`config.mk`:
```
export PLATFORM = sky130hd
export DESIGN_NAME = ser_word_shifter
export DESIGN_NICKNAME = d
export VERILOG_FILES = /design/src/rtl/ser_word_shifter_pkg.sv /design/src/rtl/ser_word_shifter_hold_reg.sv /design/src/rtl/ser_word_shifter.sv
export SDC_FILE = /design/constraint.sdc
export NUM_CORES = 1
export LEC_CHECK = 0
export ABC_AREA = 1
export BUFFER_PORTS_ARGS = -buffer_cell sky130_fd_sc_hd__buf_4
export CAP_MARGIN = 20
export CORE_MARGIN = 3
export CORE_UTILIZATION = 55
export DETAILED_ROUTE_END_ITERATION = 8
export PLACE_DENSITY = 0.86
export SLEW_MARGIN = 20
export SYNTH_ARGS = -nofsm -noshare
export SYNTH_HDL_FRONTEND = slang
export SYNTH_HIERARCHICAL = 1
export SYNTH_SLANG_ARGS = --single-unit
export TNS_END_PERCENT = 30
```
`constraint.sdc`:
```
create_clock -name clk -period 1.8 [get_ports clk]
set_input_delay 0.36 -clock clk [delete_from_list [all_inputs] [get_ports clk]]
set_output_delay 0.36 -clock clk [all_outputs]
set_load 0.02 [all_outputs]
```
`src/rtl/ser_word_shifter_pkg.sv`:
```
// Shared types and helpers for the parallel-to-serial word shifter.
package ser_word_shifter_pkg;

    typedef enum logic [1:0] {
        ST_IDLE  = 2'd0,
        ST_SHIFT = 2'd1,
        ST_GAP   = 2'd2
    } state_t;

    localparam int unsigned GAP_CNT_W = 4;

    // Ceiling log2, never below 1 so a counter always has at least one bit.
    function automatic int unsigned clog2(input int unsigned n);
        int unsigned r;
        r = 0;
        for (int unsigned i = 0; i < 32; i++) begin
            if ((33'd1 << i) < 33'(n)) begin
                r = i + 1;
            end
        end
        return (r == 0) ? 1 : r;
    endfunction

endpackage

```
`src/rtl/ser_word_shifter_hold_reg.sv`:
```
// One-entry holding register with a valid/ready handshake.
// Ready comes from its own flop so it never depends on par_in_valid.
module ser_hold_reg #(
    parameter int unsigned W = 8
) (
    input  logic         clk,
    input  logic         rst_n,
    input  logic [W-1:0] par_in,
    input  logic         par_in_valid,
    input  logic         take,
    output logic [W-1:0] hold_data,
    output logic         hold_full,
    output logic         par_in_ready
);

    // take and accept never coincide: ready is low whenever the entry is full.
    always_ff @(posedge clk or negedge rst_n) begin
        if (!rst_n) begin
            hold_data    <= '0;
            hold_full    <= 1'b0;
            par_in_ready <= 1'b1;
        end else if (take) begin
            hold_full    <= 1'b0;
            par_in_ready <= 1'b1;
        end else if (par_in_valid && par_in_ready) begin
            hold_data    <= par_in;
            hold_full    <= 1'b1;
            par_in_ready <= 1'b0;
        end
    end

endmodule

```
`src/rtl/ser_word_shifter.sv`:
```
// Serialises buffered parallel words onto serOut, one bit per clock,
// with selectable bit order and an optional idle gap after each word.
module ser_word_shifter
    import ser_word_shifter_pkg::*;
#(
    parameter int unsigned W          = 8,
    parameter bit          MSB_FIRST  = 1'b1,
    parameter int unsigned GAP        = 0,
    parameter bit          IDLE_LEVEL = 1'b0
) (
    input  logic         clk,
    input  logic         rst,
    input  logic [W-1:0] parIn,
    input  logic         parInValid,
    output logic         parInReady,
    output logic         serOut,
    output logic         serOutEn,
    output logic         wordDone,
    output logic         busy
);

    localparam int unsigned CNT_W = clog2(W);

    state_t               state_q, state_d;
    logic [W-1:0]         shift_q, shift_d;
    logic [CNT_W-1:0]     bit_cnt_q, bit_cnt_d;
    logic [GAP_CNT_W-1:0] gap_cnt_q, gap_cnt_d;
    logic                 take;
    logic [W-1:0]         hold_data;
    logic                 hold_full;
    logic                 head_bit;
    logic [W-1:0]         shift_adv;

    ser_hold_reg #(.W(W)) u_hold (
        .clk          (clk),
        .rst_n        (rst),
        .par_in       (parIn),
        .par_in_valid (parInValid),
        .take         (take),
        .hold_data    (hold_data),
        .hold_full    (hold_full),
        .par_in_ready (parInReady)
    );

    // The head is always the bit on the line; advancing moves the next one into it.
    assign head_bit  = MSB_FIRST ? shift_q[W-1] : shift_q[0];
    assign shift_adv = MSB_FIRST ? {shift_q[W-2:0], 1'b0} : {1'b0, shift_q[W-1:1]};

    // State register
    always_ff @(posedge clk or negedge rst) begin
        if (!rst) begin
            state_q   <= ST_IDLE;
            shift_q   <= '0;
            bit_cnt_q <= '0;
            gap_cnt_q <= '0;
        end else begin
            state_q   <= state_d;
            shift_q   <= shift_d;
            bit_cnt_q <= bit_cnt_d;
            gap_cnt_q <= gap_cnt_d;
        end
    end

    // Next-state logic; take reloads the shifter from the holding register
    always_comb begin
        state_d   = state_q;
        shift_d   = shift_q;
        bit_cnt_d = bit_cnt_q;
        gap_cnt_d = gap_cnt_q;
        take      = 1'b0;

        case (state_q)
            ST_IDLE: begin
                take = hold_full;
            end
            ST_SHIFT: begin
                shift_d = shift_adv;
                if (bit_cnt_q != '0) begin
                    bit_cnt_d = bit_cnt_q - CNT_W'(1);
                end else if (GAP > 0) begin
                    state_d   = ST_GAP;
                    gap_cnt_d = GAP_CNT_W'(GAP - 1);
                end else if (hold_full) begin
                    take = 1'b1;
                end else begin
                    state_d = ST_IDLE;
                end
            end
            ST_GAP: begin
                if (gap_cnt_q != '0) begin
                    gap_cnt_d = gap_cnt_q - GAP_CNT_W'(1);
                end else if (hold_full) begin
                    take = 1'b1;
                end else begin
                    state_d = ST_IDLE;
                end
            end
            default: begin
                state_d = ST_IDLE;
            end
        endcase

        if (take) begin
            state_d   = ST_SHIFT;
            shift_d   = hold_data;
            bit_cnt_d = CNT_W'(W - 1);
        end
    end

    // Outputs decoded from registered state only
    always_comb begin
        serOut   = IDLE_LEVEL;
        serOutEn = 1'b0;
        wordDone = 1'b0;
        busy     = (state_q != ST_IDLE) || hold_full;
        if (state_q == ST_SHIFT) begin
            serOut   = head_bit;
            serOutEn = 1'b1;
            wordDone = (bit_cnt_q == '0);
        end
    end

endmodule

```
== After elaboration in Yosys (flattened, before gate mapping) ==
Index checks and enable logic that the tools add are counted.

* Bits in registers: 27

* Muxes and demuxes: 21
* Bitwise logic cells: 1
* Reduce and logical (&&, ||, !) cells: 14
* $add $sub $neg: 2
* Eq/ne operators: 5

{| class="wikitable"
|+ Operators with widths
! operator !! number
|-
| 8-bit 2-to-1 mux || 2
|-
| 1-bit 2-to-1 mux || 10
|-
| 3-bit 2-to-1 mux || 3
|-
| 2-bit 2-to-1 mux || 4
|-
| 2-bit nonzero test || 4
|-
| 3-bit inequality test, second input constant || 2
|-
| 2-bit one-hot mux with 3 select lines || 1
|-
| 2-bit AND reduction || 3
|-
| 4-bit nonzero test || 1
|-
| 4-bit by 1-bit subtractor with 4-bit output, second input constant || 1
|-
| 3-bit logical NOT || 1
|-
| 1-bit one-hot mux with 3 select lines || 1
|-
| 3-bit AND reduction || 1
|-
| 3-bit nonzero test || 1
|-
| 3-bit by 1-bit subtractor with 3-bit output, second input constant || 1
|-
| 2-bit by 1-bit equality test with 1-bit output, second input constant || 1
|-
| 2-bit equality test, second input constant || 1
|-
| 2-bit logical NOT || 1
|-
| 2-bit inequality test, second input constant || 1
|-
| 1-bit logical AND || 1
|-
| 1-bit logical OR || 1
|-
| 1-bit inverter || 1
|}

== Depth between registers and ports, before layout ==
Gate-level depths: netlist (run 1).

* Depth after elaboration: 5
* Gate-level depth with buffers: 10
* Mapped depth without buffers: 10

== Modules after synthesis ==
The synthesis (run 1) kept the hierarchy.

{| class="wikitable"
|+ Modules (own cells, without submodules)
! module !! times used !! sequential area each (sq um) !! cells each !! area each (sq um)
|-
| ser_word_shifter || 1 || 300.3 || 88 || 684.4
|-
| ser_hold_reg || 1 || 251.5 || 43 || 429.2
|}

== Least setup slack after synthesis (run 1) ==
Ideal clock, no wire load.

* Kind: flip-flop to flip-flop
* Start point: reg bit_cnt_q[0]
* End point: reg u_hold.hold_data[0]
* Slack: 425 ps
* Data required time: 1683 ps
* Setup time: 117 ps
* Arrival: 1258 ps
* Stages on the path, launching flop included: 11
* Path through: dfrtp_1 -> inv_1 -> ha_1 -> nand2_1 -> nand2_2 -> nand2_2 -> inv_2 -> inv_2 -> buf_4 -> nand4_1 -> nand2_1

* Cells in the longest elaborated chain, start to end: 5

{| class="wikitable"
|+ Ends and longest elaborated chain
! what !! RTL line !! text
|-
| start, declared || ser_word_shifter.sv:26 || <nowiki>logic [CNT_W-1:0] bit_cnt_q, bit_cnt_d;</nowiki>
|-
| start signal, assigned || ser_word_shifter.sv:59 || <nowiki>bit_cnt_q <= bit_cnt_d;</nowiki>
|-
| 3-bit nonzero test || ser_word_shifter.sv:78 || <nowiki>if (bit_cnt_q != '0) begin</nowiki>
|-
| 1-bit 2-to-1 mux || ser_word_shifter.sv:78 ||
|-
| 1-bit one-hot mux with 3 select lines || ser_word_shifter.sv:72 || <nowiki>case (state_q)</nowiki>
|-
| net take || ser_word_shifter.sv:28 || <nowiki>logic take;</nowiki>
|-
| 1-bit inverter (no line) || n/a ||
|-
| 2-bit AND reduction (no line) || n/a ||
|-
| end signal, assigned || ser_word_shifter_hold_reg.sv:26 || <nowiki>hold_data <= par_in;</nowiki>
|-
| end, declared || ser_word_shifter_hold_reg.sv:11 || <nowiki>output logic [W-1:0] hold_data,</nowiki>
|}

The timed path passes the listed nets, and every way through them passes these cells.
A chain may end at the register's enable or synchronous reset.

== Final worst setup path (run 1) ==
* Start point: reg bit_cnt_q[0]
* End point: out wordDone

* Cells in the longest elaborated chain, start to end: 2

{| class="wikitable"
|+ Ends and longest elaborated chain
! what !! RTL line !! text
|-
| 3-bit logical NOT || ser_word_shifter.sv:119 || <nowiki>wordDone = (bit_cnt_q == '0);</nowiki>
|-
| 1-bit 2-to-1 mux || ser_word_shifter.sv:116 || <nowiki>if (state_q == ST_SHIFT) begin</nowiki>
|-
| end, declared || ser_word_shifter.sv:18 || <nowiki>output logic wordDone,</nowiki>
|}

No other way between the ends.

==> results.md, run 1 <==
- Status: finished clean
- Most common cell after layout, fill and taps aside: nand2_1
- Tmin final: 1.65 ns
- Setup crit end kind: primary output
- Leakage: 0.670 nW
- Largest net degree at the start of global routing: 23
- Hold Crit Class: input pin to flop
- Sequential element share of the synthesized area: 0.496
- Syn Inst Count: 131
- Fillcell total: 163
- Cell Rows: 15
- CP peak stage delay: 0.39 ns
- Worst VDD drop: 1200 uV
- Count of final hold-check violations: 0
- Layout Skew: 0.0136 ns
- Ports: 16
- Fin cells: 172
- CP Launch Type: flop
- Die Span Y: 51.0 um
- DR WL/cell: 11.1 um
- Register area: 552 um^2
- Clock sink total: 22
- Gr usage total: 0.185
- Power per cell area: 1570 nW/um^2
- Die width: 51.0 um
- Core Area: 1820 um^2
- Iteration-0 DRC Markers: 18
- Crit-path cells: inv_2 -> ha_1 -> nand2_1 -> nor2_1 -> buf_4
- Routed via count: 841
- WL final: 1910 um
- Req. time, crit path: 1.44 ns
- First-pass GRT wire length: 3550 um
- Pwr Total: 1.96 mW
- Final period utilization: 0.918
- Postcts setup bufs: 0
- CP delay by family, top: flip-flops
- ANT nets after route: 0
- Placed cells: 167
- Most frequent cells in the layout: nand2_1, dfrtp_1, nand3_1, buf_4, inv_1
- 1st-pass router iterations: 4
- Post-layout nets: 161
- # diodes: 0
- Slew HR: 0.719
- Area of the multi-input gates: 422 um^2
- Mapped Area: 1110 um^2
- Critical path fanouts, max: 4
- Vias in the first global route: 814
- Synth Warn #: 6
- Layout cell share with drive strength beyond 1: 0.224
- CTS max path bufs: 2
- IO Port Bufs: 15
- Flops & latches, synth: 22
- Post-synthesis cell type count: 19
- Slew Viols, Final: 0
- Crit path kind: flop to primary output
- Max Clk Rate: 0.605 GHz
- P&R area growth vs syn: 11.8%
- CTS tree: done
- Finished Core Util: 0.684
- Placer Congestion: 0.786
- Critical-path top delay cell: dfrtp_1
- # setup viols final: 0
- Total negative slack: 0 ns
- Num CTS Buffers: 3
- WHS: 0.294 ns
- MaxCap Viol Count: 0
- Worst Max-Slew Pin Slew: 0.422 ns
- CP Buf/Inv Count: 2
- Root Driver: clkbuf_4
- Die area: 2600 um^2
- Clk_lat worst skew: 0.31 ns
- CTS clock-pin slew for the worst setup and hold paths: 0.12 ns
- Post-route DRC: 0
- H-tree depth: 1
- Worst EP arrival: 1.29 ns
- Unrepaired setup endpoints after global routing: false
- Post-DP HPWL: 1460 um
- Synth Net Count: 144
- Starting Density: 0.612
- Total congestion overflow: 0
- Antenna violations before repair: 0
- Mean Syn Cell Area: 8.50 um^2
- Vias/cell: 4.89
[flip-flops by register name (all words and copies together), names as in the netlist]
signal               flops
u_hold/par_in_ready      1
bit_cnt_q                3
shift_q                  8
state_q                  1
u_hold/hold_data         8
u_hold/hold_full         1
[synthesized netlist by cell type]
| cell | n | area share |
|---|---|---|
| nand2_1 | 41 | 0.14 |
| o21ai_2 | 1 | 0.0079 |
| nor2_4 | 1 | 0.010 |
| nand2_2 | 3 | 0.017 |
| clkinv_4 | 1 | 0.0079 |
| nand2_4 | 1 | 0.010 |
| o21ai_0 | 1 | 0.0045 |
| inv_1 | 16 | 0.054 |
| nor2_2 | 1 | 0.0056 |
| nand3_4 | 1 | 0.016 |
| ha_1 | 2 | 0.022 |
| inv_2 | 2 | 0.0067 |
| nand3_1 | 17 | 0.076 |
| buf_4 | 1 | 0.0067 |
| nor2_1 | 6 | 0.020 |
| nand4_1 | 9 | 0.051 |
| dfrtp_1 | 21 | 0.47 |
| buf_6 | 5 | 0.051 |
| dfstp_2 | 1 | 0.024 |
[timing repair]
action                                  in CTS  in global routing
hold buffers                                 1                  0
endpoints found under the setup margin       0                  1
gates resized for setup                      0                  1
endpoints found under the hold margin       21                  0
[final cells by class]
| type | count | area share |
|---|---|---|
| clock buffers | 4 | 0.0211 |
| inverters | 19 | 0.0613 |
| multi-input cells | 84 | 0.339 |
| flip-flops and latches | 22 | 0.443 |
| well taps | 25 | 0.0251 |
| repair buffers | 18 | 0.111 |
[per-layer routing]
layer | global-route usage | wire, um
met5 | 0 | 0
met2 | 0.290 | 887
met4 | 0.108 | 43
met3 | 0.0379 | 87
met1 | 0.236 | 892
[worst paths after layout]
check | startpoint | endpoint | cells past startpoint | slack [ns]
max reg2reg | bit_cnt_q[0] | u_hold/hold_data[1] | 10 | 0.22
min reg2reg | u_hold/hold_data[4] | u_hold/hold_data[4] | 2 | 0.49
min in group asynchronous | rst | shift_q[7] | 2 | 0.46
max | bit_cnt_q[0] | wordDone | 5 | 0.15
max in group asynchronous | rst | u_hold/par_in_ready | 2 | 1.05
min | parIn[5] | u_hold/hold_data[5] | 3 | 0.29
[power by group]
part	total (mW)	internal [mW]	switching, mW
Sequential	0.893	0.708	0.185
Clock	0.223	0.0864	0.137
Combinational	0.842	0.329	0.513
Total	1.96	1.12	0.835
[cell families (layout without fill, tap and decap cells)]
logic type	after synthesis	in the layout	share of synthesized area
AOI/OAI and AO/OA	2	2	0.0124
adders and majority gates	2	2	0.0225
buffers and inverters	25	41	0.126
DFF	22	22	0.496
and+or+nand+nor	80	80	0.344
[stage by stage]
stage                     setup WS, ns  cell area, um^2
after global routing            0.0185             1240
after global placement           0.292             1210
final                            0.148             1240
after CTS                       0.0820             1240
after detailed placement         0.225             1210
after floorplan                  0.425             1110
[worst reg2reg max path, cell delays in order (launching register included)]
cell	delay, ns
dfrtp_1	0.36
inv_2	0.06
ha_1	0.19
nand2_1	0.13
nand2_2	0.09
nand2_2	0.16
inv_2	0.06
inv_2	0.16
nand3_4	0.14
nand2_1	0.09
nand2_1	0.05
Power figures use the tool's default switching activity.
==> inputs of run 2 (changes only) <==
CELL_PAD_IN_SITES_DETAIL_PLACEMENT = 0   (was not set)
CELL_PAD_IN_SITES_GLOBAL_PLACEMENT = 2   (was not set)
CORE_UTILIZATION = 30   (was 55)
CTS_CLUSTER_SIZE = 28   (was not set)
PLACE_DENSITY = 0.83   (was 0.86)
clock period = 1.5 ns   (was 1.8 ns; I/O delays follow)
==> run 2 against run 1 <==
Setup slack worse by 0.086 ns. Non-clock buffer count is 6 higher. Largest cell class unchanged. Sequential share of layout area is 4.0 points lower. Critical path type unchanged. Clock skew is 0.0099 ns lower. Highest routed layer unchanged. Global-route usage is 7.3 points lower. Critical endpoint unchanged. Sequential cell count stayed put. Clock power is 92% higher.
==> results.md, run 2 (synthesis gave the netlist of run 1 again) <==
- Gr usage total: 0.113 (was 0.185)
- Pwr Total: 2.69 mW (was 1.96 mW)
- CP delay by family, top: flip-flops (unchanged)
- Max Clk Rate: 0.695 GHz
- First-pass GRT wire length: 3810 um (was 3550 um)
- 1st-pass router iterations: 4 (unchanged)
- P&R area growth vs syn: 23.0% (was 11.8%)
- Root Driver: clkbuf_8 (was clkbuf_4)
- Most common cell after layout, fill and taps aside: nand2_1 (unchanged)
- Total congestion overflow: 0 (unchanged)
- Clock sink total: 22 (unchanged)
- Vias in the first global route: 855 (was 814)
- ANT nets after route: 0 (unchanged)
- Core Area: 3440 um^2 (was 1820 um^2)
- Placer Congestion: 0.701 (was 0.786)
- Post-layout nets: 167 (was 161)
- Crit-path cells: inv_2 -> ha_2 -> nand2_4 -> nor2_4 -> buf_6 (was inv_2 -> ha_1 -> nand2_1 -> nor2_1 -> buf_4)
- WL final: 2160 um (was 1910 um)
- MaxCap Viol Count: 0 (unchanged)
- Die area: 4480 um^2 (was 2600 um^2)
- Leakage: 0.717 nW (was 0.670 nW)
- # diodes: 0 (unchanged)
- Antenna violations before repair: 0 (unchanged)
- Fillcell total: 357 (was 163)
- Post-route DRC: 0 (unchanged)
- CP Launch Type: flop (unchanged)
- Post-layout worst setup margin: 0.0613 ns (was 0.148 ns)
- Largest net degree at the start of global routing: 23 (unchanged)
- Slew Viols, Final: 0 (unchanged)
- Crit path kind: flop to primary output (unchanged)
- Status: finished clean (unchanged)
- DR WL/cell: 10.8 um (was 11.1 um)
- Power per cell area: 1960 nW/um^2 (was 1570 nW/um^2)
- Layout cell share with drive strength beyond 1: 0.294 (was 0.224)
- Clk_lat worst skew: 0.26 ns (was 0.31 ns)
- CTS max path bufs: 2 (unchanged)
- Starting Density: 0.324 (was 0.612)
- Most frequent cells in the layout: nand2_1, buf_4, dfrtp_1 (was nand2_1, dfrtp_1, nand3_1, buf_4, inv_1)
- Worst Max-Slew Pin Slew: 0.285 ns (was 0.422 ns)
- Worst R2R Path Depth: 10 (unchanged)
- CP peak stage delay: 0.38 ns (was 0.39 ns)
- Req. time, crit path: 1.20 ns (was 1.44 ns)
- Register area: 553 um^2 (was 552 um^2)
- Area of the multi-input gates: 439 um^2 (was 422 um^2)
- Finished Core Util: 0.398 (was 0.684)
- H-tree depth: 1 (unchanged)
- # setup viols final: 0 (unchanged)
- Pre-CTS setup slack: 0.134 ns (was 0.225 ns)
- Hold Crit Class: input pin to flop (unchanged)
- Slew HR: 0.810 (was 0.719)
- Post-DP HPWL: 1590 um (was 1460 um)
- Num CTS Buffers: 3 (unchanged)
- Die Span Y: 66.9 um (was 51.0 um)
- CP Buf/Inv Count: 2 (unchanged)
- Setup crit end kind: primary output (unchanged)
- CTS clock-pin slew for the worst setup and hold paths: 0.08 ns (was 0.12 ns)
- Layout Skew: 0.00363 ns (was 0.0136 ns)
- Die width: 66.9 um (was 51.0 um)
- Iteration-0 DRC Markers: 30 (was 18)
- IO Port Bufs: 15 (unchanged)
- Count of final hold-check violations: 0 (unchanged)
- Worst VDD drop: 741 uV (was 1200 uV)
- Final period utilization: 0.959
- Worst EP arrival: 1.14 ns (was 1.29 ns)
- Cell Rows: 21 (was 15)
- CTS tree: done (unchanged)
- Hold depth: 3 (unchanged)
- Ports: 16 (unchanged)
- Vias/cell: 4.54 (was 4.89)
- Critical path fanouts, max: 3 (was 4)
- Critical-path top delay cell: dfrtp_1 (unchanged)
- Routed via count: 903 (was 841)
- Largest registers: shift_q x8, u_hold/hold_data x8, bit_cnt_q x3 (unchanged)
- Tmin final: 1.44 ns
- Levels on crit path: 5 (unchanged)
run 2: layout make-up:
cell class,instances,share of cell area
well taps,46,0.0420
clock buffers,4,0.0402
multi-input cells,84,0.321
inverters,19,0.0575
flip-flops and latches,22,0.404
repair buffers,24,0.136
run 2: timing repair:
item | 4_1_cts | 5_1_grt
pin swaps | 0 | 1
endpoints found under the setup margin | 1 | 9
hold buffers | 1 | 0
buffers inserted | 1 | 1
hold endpoints to repair | 21 | 0
resized for setup | 5 | 5
run 2: metrics by stage:
stage	TNS [ns]	instance area, um^2	instances	hold WS (ns)
after global routing	-0.000835	1370	199	0.280
after floorplan	0	1110	131	0.00441
after global placement	0	1270	193	0.208
final	0	1370	199	0.283
after detailed placement	0	1270	193	0.210
after CTS	0	1350	198	0.280
run 2: path summary, 6_finish.rpt:
path	from	endpoint	slack, ns
min in group asynchronous	rst	shift_q[7]	0.46
setup / recovery	bit_cnt_q[1]	wordDone	0.06
hold / removal	parIn[5]	u_hold/hold_data[5]	0.28
setup reg to reg	bit_cnt_q[0]	u_hold/hold_data[5]	0.21
max in group asynchronous	rst	u_hold/par_in_ready	0.76
hold reg to reg	u_hold/hold_data[4]	u_hold/hold_data[4]	0.49
run 2: tightest hold or removal path: stages:
cell and delay, ns:
buf_4 0.08, nand4_1 0.07, nand2_1 0.07
run 2: per-layer routing:
layer,track usage,up-vias,wire length [um]
met5,0,-,0
met4,0.0532,0,28
met3,0.0202,4,85
met2,0.183,15,1010
met1,0.143,431,1030
li1,-,453,-
run 2: report_power, final:
part / internal (mW) / switching (mW) / total (mW)
combinational: 0.511 / 0.719 / 1.23
clock: 0.234 / 0.194 / 0.428
sequential: 0.855 / 0.174 / 1.03
==> inputs of run 3 (changes only) <==
CORE_ASPECT_RATIO = 1.5   (was not set)
==> run 3 against run 2 <==
Utilization fell by 0.30 points. Critical path depth rose by 1. Sequential cell count unchanged. Worst hold slack worse by 0.0028 ns. First-iteration DRC count shrank 43%. Design area increased by 0.37%. Clock skew grew 0.0020 ns. Via count decreased by 1.9%. Count of clock-buffer cells in the layout unchanged. Wire length decreased by 4.1%. Critical endpoint unchanged. Largest power group unchanged. Highest routed layer unchanged.
==> results.md, run 3 (synthesis gave the netlist of run 1 again) <==
- Status: finished clean (unchanged)
- Vias/cell: 4.52 (was 4.54)
- P&R area growth vs syn: 23.5% (was 23.0%)
- Psw: 1.08 mW (was 1.09 mW)
- # diodes: 0 (unchanged)
- Worst R2R Path Depth: 11 (was 10)
- CTS max path bufs: 2 (unchanged)
- Clock sink total: 22 (unchanged)
- Post-route DRC: 0 (unchanged)
- Hold Crit Class: input pin to flop (unchanged)
- Placer Congestion: 0.780 (was 0.701)
- Post-layout nets: 168 (was 167)
- Post-Layout Inst Area: 1380 um^2 (was 1370 um^2)
- H-tree depth: 1 (unchanged)
- Final period utilization: 0.994 (was 0.959)
- Total negative slack: 0 ns (unchanged)
- Vias in the first global route: 887 (was 855)
- Starting Density: 0.320 (was 0.324)
- Power per cell area: 1940 nW/um^2 (was 1960 nW/um^2)
- CTS tree: done (unchanged)
- Clock Power Share: 0.138 (was 0.159)
- CTS clock-pin slew for the worst setup and hold paths: 0.08 ns (about the same)
- Routed via count: 886 (was 903)
- Num CTS Buffers: 3 (unchanged)
- Layout Skew: 0.00565 ns (was 0.00363 ns)
- Critical path fanouts, max: 3 (unchanged)
- DR WL/cell: 10.6 um (was 10.8 um)
- 1st-pass router iterations: 4 (unchanged)
- Seq pwr share: 0.386 (was 0.383)
- Fin cells: 196 (was 199)
- Iteration-0 DRC Markers: 17 (was 30)
- Count of final hold-check violations: 0 (unchanged)
- Die Span Y: 80.6 um (was 66.9 um)
- CP Launch Type: flop (unchanged)
- Combinational share of power: 0.476 (was 0.458)
- Most frequent cells in the layout: nand2_1, buf_4, dfrtp_1 (unchanged)
- Layout cell share with drive strength beyond 1: 0.286 (was 0.294)
- Slew HR: 0.791 (was 0.810)
- # setup viols final: 0 (unchanged)
- MaxCap Viol Count: 0 (unchanged)
- Post-DP HPWL: 1590 um (about the same)
- Total congestion overflow: 0 (unchanged)
- Unrepaired setup endpoints after global routing: true
- Cell Rows: 26 (was 21)
- Worst EP arrival: 1.19 ns (was 1.14 ns)
- Core Area: 3480 um^2 (was 3440 um^2)
- Finished Core Util: 0.395 (was 0.398)
- Worst VDD drop: 1020 uV (was 741 uV)
- Pwr Total: 2.67 mW (was 2.69 mW)
- Antenna violations before repair: 0 (unchanged)
- Clk_lat worst skew: 0.26 ns (about the same)
- Placed cells: 189 (was 193)
- Tmin final: 1.49 ns (was 1.44 ns)
- Internal cell power: 1.59 mW (was 1.60 mW)
- Crit path kind: flop to primary output (unchanged)
- Hold depth: 3 (unchanged)
- Die area: 4490 um^2 (was 4480 um^2)
- Leakage: 0.719 nW (was 0.717 nW)
- WL final: 2070 um (was 2160 um)
- Largest net degree at the start of global routing: 23 (unchanged)
- Gr usage total: 0.104 (was 0.113)
- Slew Viols, Final: 0 (unchanged)
- Max Clk Rate: 0.670 GHz (was 0.695 GHz)
- Most common cell after layout, fill and taps aside: nand2_1 (unchanged)
- Post-placement cell area: 1270 um^2 (about the same)
- IO Port Bufs: 15 (unchanged)
- Req. time, crit path: 1.20 ns (about the same)
- Die width: 55.7 um (was 66.9 um)
- Root Driver: clkbuf_8 (unchanged)
- Ports: 16 (unchanged)
- Largest registers: shift_q x8, u_hold/hold_data x8, bit_cnt_q x3 (unchanged)
- First-pass GRT wire length: 3740 um (was 3810 um)
- Setup crit end kind: primary output (unchanged)
- Sw frac: 0.406 (was 0.405)
- Worst Max-Slew Pin Slew: 0.314 ns (was 0.285 ns)
- ANT nets after route: 0 (unchanged)
[run 3: power by group through the flow]
stage	clock network [mW]	registers (mW)	logic, mW
floorplan	0	1.00	0.896
global placement	0	1.03	1.13
detailed placement	0	1.04	1.16
CTS	0.385	1.03	1.27
global route	0.406	1.07	1.45
finish	0.369	1.03	1.27
[run 3: worst paths after layout]
| kind | startpoint | slack, ns | endpoint |
|---|---|---|---|
| max | bit_cnt_q[1] | 0.009 | wordDone |
| min | parIn[3] | 0.28 | u_hold/hold_data[3] |
| max reg2reg | bit_cnt_q[1] | 0.15 | u_hold/hold_data[7] |
| min reg2reg | u_hold/hold_data[0] | 0.48 | u_hold/hold_data[0] |
| max in group asynchronous | rst | 0.76 | u_hold/par_in_ready |
| min in group asynchronous | rst | 0.45 | u_hold/hold_data[3] |
[run 3: timing repair]
| item | in CTS | in global routing |
|---|---|---|
| setup endpoints to repair | 1 | 9 |
| gates resized for setup | 9 | 2 |
| endpoints found under the hold margin | 21 | 0 |
| pin swaps | 1 | 0 |
| hold buffers | 1 | 0 |
| buffers inserted | 2 | 0 |
| cloned | 0 | 0 |
[run 3: final cells by class]
cell class	count	area [um^2]
multi-input cells	84	449
well taps	42	52.6
fillers	365	2110
clock buffers	4	45.0
repair buffers	25	198
flip-flops and latches	22	552
inverters	19	78.8
[run 3: stage by stage]
step                worst slack, ns  hold slack, ns
floorplan                     0.125         0.00441
global placement              0.163           0.204
detailed placement            0.125           0.205
CTS                        0.000229           0.280
global route                -0.0616           0.288
finish                      0.00857           0.280
[run 3: layer usage]
layer / track usage / part of all wire / vias to the layer above
li1: - / - / 456
met1: 0.119 / 0.45 / 409
met2: 0.184 / 0.50 / 17
met3: 0.0161 / 0.037 / 4
met4: 0.0584 / 0.019 / 0
met5: 0 / 0 / -
[run 3: worst max-delay path: stages (launching register included)]
cell     delay, ns
dfrtp_1       0.37
inv_2         0.08
ha_4          0.14
nand2_4       0.04
buf_6         0.12
nor2_4        0.07
buf_6         0.11
